[config.mk]
export PLATFORM = sky130hd
export DESIGN_NAME = reg_file_param
export DESIGN_NICKNAME = d
export VERILOG_FILES = /design/src/rtl/reg_file_param_pkg.sv /design/src/rtl/reg_file_clear_ctl.sv /design/src/rtl/reg_file_param.sv
export SDC_FILE = /design/constraint.sdc
export NUM_CORES = 2
export LEC_CHECK = 0
export BUFFER_PORTS_ARGS = -buffer_cell sky130_fd_sc_hd__buf_2
export CAP_MARGIN = 15
export CORE_ASPECT_RATIO = 1.4
export CORE_UTILIZATION = 60
export CTS_CLUSTER_DIAMETER = 50
export DETAILED_ROUTE_END_ITERATION = 7
export PLACE_DENSITY = 0.77
export SLEW_MARGIN = 25
export SYNTH_ARGS = -nofsm -noshare
export SYNTH_HDL_FRONTEND = slang
export SYNTH_HIERARCHICAL = 1
export SYNTH_SLANG_ARGS = --single-unit
[constraint.sdc]
create_clock -name Clock -period 3.7 [get_ports Clock]
set_input_delay 0.37 -clock Clock [delete_from_list [all_inputs] [get_ports Clock]]
set_output_delay 0.37 -clock Clock [all_outputs]
set_load 0.01 [all_outputs]
[src/rtl/reg_file_param_pkg.sv]
// Shared definitions for the parametrised register file: clear-FSM state
// encodings and the default stack-pointer initial value.
package reg_file_param_pkg;

  typedef enum logic [1:0] {
    CLR_IDLE  = 2'd0,
    CLR_SWEEP = 2'd1,
    CLR_DONE  = 2'd2
  } clr_state_e;

  localparam logic [31:0] SP_INIT_DEFAULT = 32'h0000_1FFF;

endpackage

[src/rtl/reg_file_clear_ctl.sv]
// Clear engine for reg_file_param: walks every index once, asserting the sweep
// write strobe, then pulses clear_done for a single cycle.
module reg_file_clear_ctl
  import reg_file_param_pkg::*;
#(
  parameter int DEPTH  = 32,
  parameter int ADDR_W = $clog2(DEPTH)
) (
  input  logic              clk,
  input  logic              rst_n,
  input  logic              clear_req,
  output logic              busy,
  output logic              clear_done,
  output logic              sweep_we,
  output logic [ADDR_W-1:0] sweep_idx
);

  localparam logic [ADDR_W-1:0] LAST_IDX = ADDR_W'(DEPTH - 1);
  localparam logic [ADDR_W-1:0] IDX_ZERO = {ADDR_W{1'b0}};

  clr_state_e        state_r;
  clr_state_e        state_nx_s;
  logic [ADDR_W-1:0] cnt_r;
  logic [ADDR_W-1:0] cnt_nx_s;
  logic              busy_r;
  logic              done_r;

  // Next-state and counter logic; clear_req only matters in IDLE
  always_comb begin
    state_nx_s = state_r;
    cnt_nx_s   = cnt_r;
    case (state_r)
      CLR_IDLE: begin
        if (clear_req) begin
          state_nx_s = CLR_SWEEP;
          cnt_nx_s   = IDX_ZERO;
        end else begin
          state_nx_s = CLR_IDLE;
        end
      end
      CLR_SWEEP: begin
        // Counter wraps naturally to 0 after the last index
        cnt_nx_s = cnt_r + {{(ADDR_W-1){1'b0}}, 1'b1};
        if (cnt_r == LAST_IDX) begin
          state_nx_s = CLR_DONE;
        end else begin
          state_nx_s = CLR_SWEEP;
        end
      end
      CLR_DONE: begin
        state_nx_s = CLR_IDLE;
      end
      default: begin
        state_nx_s = CLR_IDLE;
        cnt_nx_s   = IDX_ZERO;
      end
    endcase
  end

  // State, counter and registered status flags
  always_ff @(posedge clk or negedge rst_n) begin
    if (!rst_n) begin
      state_r <= CLR_IDLE;
      cnt_r   <= IDX_ZERO;
      busy_r  <= 1'b0;
      done_r  <= 1'b0;
    end else begin
      state_r <= state_nx_s;
      cnt_r   <= cnt_nx_s;
      busy_r  <= (state_nx_s == CLR_SWEEP);
      done_r  <= (state_nx_s == CLR_DONE);
    end
  end

  assign busy       = busy_r;
  assign clear_done = done_r;
  assign sweep_we   = (state_r == CLR_SWEEP);
  assign sweep_idx  = cnt_r;

endmodule

[src/rtl/reg_file_param.sv]
// Parametrised register file: two combinational read ports, one write port,
// clear engine. Define REG_FILE_BYPASS_EN for same-cycle write-to-read forwarding.
module reg_file_param
  import reg_file_param_pkg::*;
#(
  parameter int          DATA_W   = 32,
  parameter int          DEPTH    = 32,
  parameter int          ZERO_REG = 1,
  parameter int          SP_INDEX = 29,
  parameter logic [31:0] SP_INIT  = SP_INIT_DEFAULT,
  localparam int         ADDR_W   = $clog2(DEPTH)
) (
  input  logic              Clock,
  input  logic              Reset_n,
  input  logic [ADDR_W-1:0] Read_Reg_1,
  input  logic [ADDR_W-1:0] Read_Reg_2,
  output logic [DATA_W-1:0] Read_Data_1,
  output logic [DATA_W-1:0] Read_Data_2,
  input  logic [ADDR_W-1:0] Write_Reg,
  input  logic [DATA_W-1:0] Write_Data,
  input  logic              Reg_Write,
  input  logic              Clear_Req,
  output logic              Busy,
  output logic              Clear_Done
);

  localparam logic [ADDR_W-1:0] IDX_ZERO  = {ADDR_W{1'b0}};
  localparam logic [DATA_W-1:0] DATA_ZERO = {DATA_W{1'b0}};

  logic [DATA_W-1:0] regs_r [DEPTH];
  logic              busy_s;
  logic              sweep_we_s;
  logic [ADDR_W-1:0] sweep_idx_s;
  logic              wr_ok_s;
  logic [DATA_W-1:0] rd1_s;
  logic [DATA_W-1:0] rd2_s;

  function automatic logic [DATA_W-1:0] rst_val(input logic [ADDR_W-1:0] idx);
    if (idx == ADDR_W'(SP_INDEX)) begin
      return DATA_W'(SP_INIT);
    end else begin
      return DATA_ZERO;
    end
  endfunction

  reg_file_clear_ctl #(
    .DEPTH  (DEPTH),
    .ADDR_W (ADDR_W)
  ) u_clear_ctl (
    .clk        (Clock),
    .rst_n      (Reset_n),
    .clear_req  (Clear_Req),
    .busy       (busy_s),
    .clear_done (Clear_Done),
    .sweep_we   (sweep_we_s),
    .sweep_idx  (sweep_idx_s)
  );

  assign Busy    = busy_s;
  assign wr_ok_s = Reg_Write && !busy_s && !((ZERO_REG != 0) && (Write_Reg == IDX_ZERO));

  // Storage: sweep writes take the port while busy, external writes otherwise
  always_ff @(posedge Clock or negedge Reset_n) begin
    if (!Reset_n) begin
      for (int i = 0; i < DEPTH; i++) begin
        regs_r[i] <= rst_val(ADDR_W'(i));
      end
    end else if (sweep_we_s) begin
      regs_r[sweep_idx_s] <= rst_val(sweep_idx_s);
    end else if (wr_ok_s) begin
      regs_r[Write_Reg] <= Write_Data;
    end
  end

  // Read port 1
  always_comb begin
    if ((ZERO_REG != 0) && (Read_Reg_1 == IDX_ZERO)) begin
      rd1_s = DATA_ZERO;
`ifdef REG_FILE_BYPASS_EN
    end else if (wr_ok_s && (Read_Reg_1 == Write_Reg)) begin
      rd1_s = Write_Data;
`endif
    end else begin
      rd1_s = regs_r[Read_Reg_1];
    end
  end

  // Read port 2
  always_comb begin
    if ((ZERO_REG != 0) && (Read_Reg_2 == IDX_ZERO)) begin
      rd2_s = DATA_ZERO;
`ifdef REG_FILE_BYPASS_EN
    end else if (wr_ok_s && (Read_Reg_2 == Write_Reg)) begin
      rd2_s = Write_Data;
`endif
    end else begin
      rd2_s = regs_r[Read_Reg_2];
    end
  end

  assign Read_Data_1 = rd1_s;
  assign Read_Data_2 = rd2_s;

endmodule

==> results <==
- The flow ran to the end, but the final reports show violations.
- The final reports fail on design-rule violations, negative hold slack.
- The fraction of met1 tracks used by global routing is 0.5573.
- The arrival time at the worst endpoint is 3.30 ns.
- The final max-slew violation count was 0.
- In this run, synthesis inferred 0 flip-flops with an integrated enable.
- The width of the die is 265.5 um.
- The clock net in this run drives a total of 1033 sinks.
- The period utilization is 0.9914.
- The die area is 98500 um2.
- The maximum achievable frequency is 0.2726 GHz.
- At the pin with the least slew margin, the transition time is 1.172 ns.
- The slowest stage of the critical path is the sky130_fd_sc_hd__nor2_2 cell.
- Compared with the post-synthesis result, the final layout area differs by 11.77%.
- The per-cell routed wire length is 37.57 um.
- The die outline height is 371.0 um.
- Across the routed clock network, the largest skew measured is 0.01881 ns.
- Counting I/O delays and the setup requirement, the final critical path takes 3.668 ns.
- The leakage power summed over all cells is 29.26 nW.
- The distinct cell type count after synthesis is 55.
- Entering global routing, the biggest net connects 93 pins.
- The global router's overall resource usage is 0.4667.
- The post-cts gate resize count is 0.
- The worst hold slack across all endpoints is -0.006400 ns.
- TritonCTS created 100 clock buffers.
- The startpoint class of the critical path is an input port.
- In the final layout, the share of cells above drive strength 1 is 0.2629.
- The critical path goes through buf_6 -> clkinv_2 -> nor2_2 -> buf_4 -> a22oi_1 -> a311oi_2 -> buf_4 -> buf_2.
- The cell family contributing the most delay on the critical path is buffers and inverters.
- By instance count, the cell type seen most on the critical path is sky130_fd_sc_hd__buf_4.
- In this run the tightest slew margin relative to its limit is 0.2162.
- The later-pin clock latency in the skew report is 0.75 ns.
- The number of placed I/O pins is 117.
- The post-synth net total is 4725.
- The floorplan row count is 135.
- The Yosys step of the flow raised 6 warnings.
- The wire-length estimate of the detail-placed layout is 132400 um.
- After detailed routing, the number of remaining DRC violations is 3.
- The first-pass GRT wire length is 327300 um.
- Of all nets on the critical path, the largest fanout is 27.
- Adding up every negative setup slack in the final design gives 0 ns.
- The initial antenna violation count came to 28.
- In the synthesized netlist the dominant register cell turns out to be sky130_fd_sc_hd__dfrtp_1.
- Setup violations remaining at the end of the flow were counted as 0.
- The mean instance size in the synthesized netlist is 12.49 um2.
- The cell at the root of the clock tree is sky130_fd_sc_hd__clkbuf_16.
- The first routing iteration left 7668 violations.
- Routability-driven placement finished with a final weighted congestion of 0.9465.
- Summing internal, switching and leakage power gives 0.03046 W.
- The number of max-capacitance violations reported is 0.
- Setup repair after global routing left no endpoint under its margin.
- After synthesis, the share of flip-flops with an asynchronous set or reset is 1.000.
- The type of the worst setup path is input port to output pin.
- For this design the ratio of total power to cell area is 467.2 nW/um2.
- Detailed routing inserted a total of 47550 vias.
- Wires add up to 226800 um.
- The standard cell core area is 96620 um2.
- The routed via count divided by cell count is 7.878.
- The overflow left after global routing is 0.
- The largest voltage drop on the vdd net is 0.4441 mV.
- The maximum level of the CTS H-tree is 3.
- The clock slew seen by the registers of the worst setup and hold paths is 0.07 ns.
- The met2 layer usage reported by global route is 0.6716.
- The met3 usage is 0.1687.
- The remaining antenna violation count is 0.
- The leading cell type in the layout, fill and taps excluded is sky130_fd_sc_hd__dfrtp_1.
- For this run, the slowest stage of the critical path takes 0.86 ns.
- Counting along the longest clock path gives a buffer depth of 3.
- In this run the tool buffered the top-level ports with 116 buffer cells.
- The kind of capture point of the worst setup path is an output pin.
- STA puts the critical path data required time at 3.33 ns.
- In this run, synthesis produced a sequential element count of 1033.
- The final net count is 4680.
- The global routing stage identified its most utilized layer as met2.
- The number of buffer and inverter stages on the critical path is 5.
- In the layout the commonest cells are 1020 x sky130_fd_sc_hd__dfrtp_1, 698 x sky130_fd_sc_hd__nor2_1, 582 x sky130_fd_sc_hd__mux2_1, 448 x sky130_fd_sc_hd__mux4_2, 256 x sky130_fd_sc_hd__a22o_1.
- The via count of the first global-routing pass came to 47450.
- The mapped netlist covers 58340 um2.
- The share of synthesized area occupied by flip-flops and latches is 0.4434.
- The starting density of the core is 0.6038.
- The CTS tree is built.
- The worst min-delay path class is input port to register.
- Synthesis handed over a netlist of 4672 instances.
- The total count of hold-check failures in the final report is 2.
- The first TritonRoute pass finished after 8 iterations.
[Yosys cell counts (all sizes together) (2+ instances only)]
master	instances	area, um2
nand2b	9	58.81
buf	222	1236
a22oi	64	480.5
mux4	448	10090
dfstp	13	341.6
and3b	3	26.28
and2	36	225.2
a311oi	64	560.5
o21ai	115	583.1
nor2	702	2635
a221oi	47	411.6
inv	70	262.8
o2bb2a	4	60.06
nand3	4	20.02
mux2	736	8288
a21oi	12	67.57
nand3b	7	52.55
ha	2	25.02
a31oi	2	12.51
a22o	256	2242
nand4	2	12.51
o2111ai	17	148.9
or2	4	25.03
o22ai	10	106.4
or4	2	15.01
nand2	144	540.5
mux2i	193	1932
a211oi	64	480.5
and3	2	12.51
nor3b	3	22.52
o32a	11	116.4
dfrtp	1020	25520
nor2b	71	444.2
or3b	7	61.31
clkbuf	289	1085
nor3	12	90.09
[final timing paths]
kind                                   startpoint             end  slack (ns)  depth (start not counted)
min reg2reg                            regs_r[71]      regs_r[71]        0.48                          2
max                                 Read_Reg_1[0]  Read_Data_1[9]        0.03                          8
min in group asynchronous                 Reset_n     regs_r[977]        0.23                          2
max in group asynchronous                 Reset_n      regs_r[70]        2.33                          4
max reg2reg                u_clear_ctl/state_r[0]     regs_r[640]        0.33                          7
min                                Write_Data[19]      regs_r[83]      -0.006                          3
[cells by family after synthesis]
| kind of cell | count (synthesis) | synth area share |
|---|---|---|
| AND/OR/NAND/NOR | 1009 | 0.07281 |
| multiplexers | 1377 | 0.3481 |
| flip-flops | 1033 | 0.4434 |
| AO/OA/AOI/OAI | 667 | 0.09059 |
| XOR/XNOR | 2 | 0.0003003 |
| adder cells (fa/ha/maj) | 2 | 0.0004289 |
| buffers and inverters | 582 | 0.04437 |
[stage by stage]
step,cells,setup slack [ns],utilization,cell area [um2]
after floorplan,4672,1.238,-,58340
after global placement,5818,0.1026,0.6344,61290
after detailed placement,5820,0.1049,0.6348,61340
after CTS,6013,0.09200,0.6739,65110
after global routing,6016,0.1321,0.6743,65150
final,6036,0.03165,0.6749,65200
[area by class of cell]
class	count	area (um2)
Fill cell	6825	31410
Inverter	71	270.3
Antenna cell	22	55.05
Clock inverter	56	847.1
Clock buffer	132	2877
Sequential cell	1033	25870
Multi-Input combinational cell	3057	30300
Tap cell	1301	1628
Timing Repair Buffer	364	3363
[per-layer routing]
metal,part of all wire,up-vias
met2,0.44,4733
met4,0.099,20
met1,0.32,24000
met3,0.15,1488
li1,-,17310
met5,0.00059,-
[state kept, by name (all words and copies together), names as in the netlist]
name,flops
u_clear_ctl/sweep_idx,5
u_clear_ctl/state_r,2
u_clear_ctl/busy,1
regs_r,1024
u_clear_ctl/clear_done,1
[worst reg2reg max path: stages, from the launching register on]
cell and delay (ns):
sky130_fd_sc_hd__dfrtp_1 0.46, sky130_fd_sc_hd__nand2b_2 0.17, sky130_fd_sc_hd__clkinv_2 0.28, sky130_fd_sc_hd__inv_2 0.77, sky130_fd_sc_hd__buf_4 0.48, sky130_fd_sc_hd__nand2_1 0.62, sky130_fd_sc_hd__nor2_1 0.34, sky130_fd_sc_hd__mux2_2 0.19
[power by group]
group	total (W)	internal [W]	leakage, nW	switching, W
registers	0.0124	0.0119	14.3	0.000540
clock network	0.0117	0.00689	1.83	0.00484
logic	0.00633	0.00205	13.1	0.00428
total	0.0305	0.0208	29.3	0.00966
[what timing repair did]
| item | in CTS | in global routing |
|---|---|---|
| endpoints found under the hold margin | 63 | 0 |
| buffers inserted | 0 | 0 |
| hold buffers | 5 | 0 |
Power figures use the tool's default switching activity.
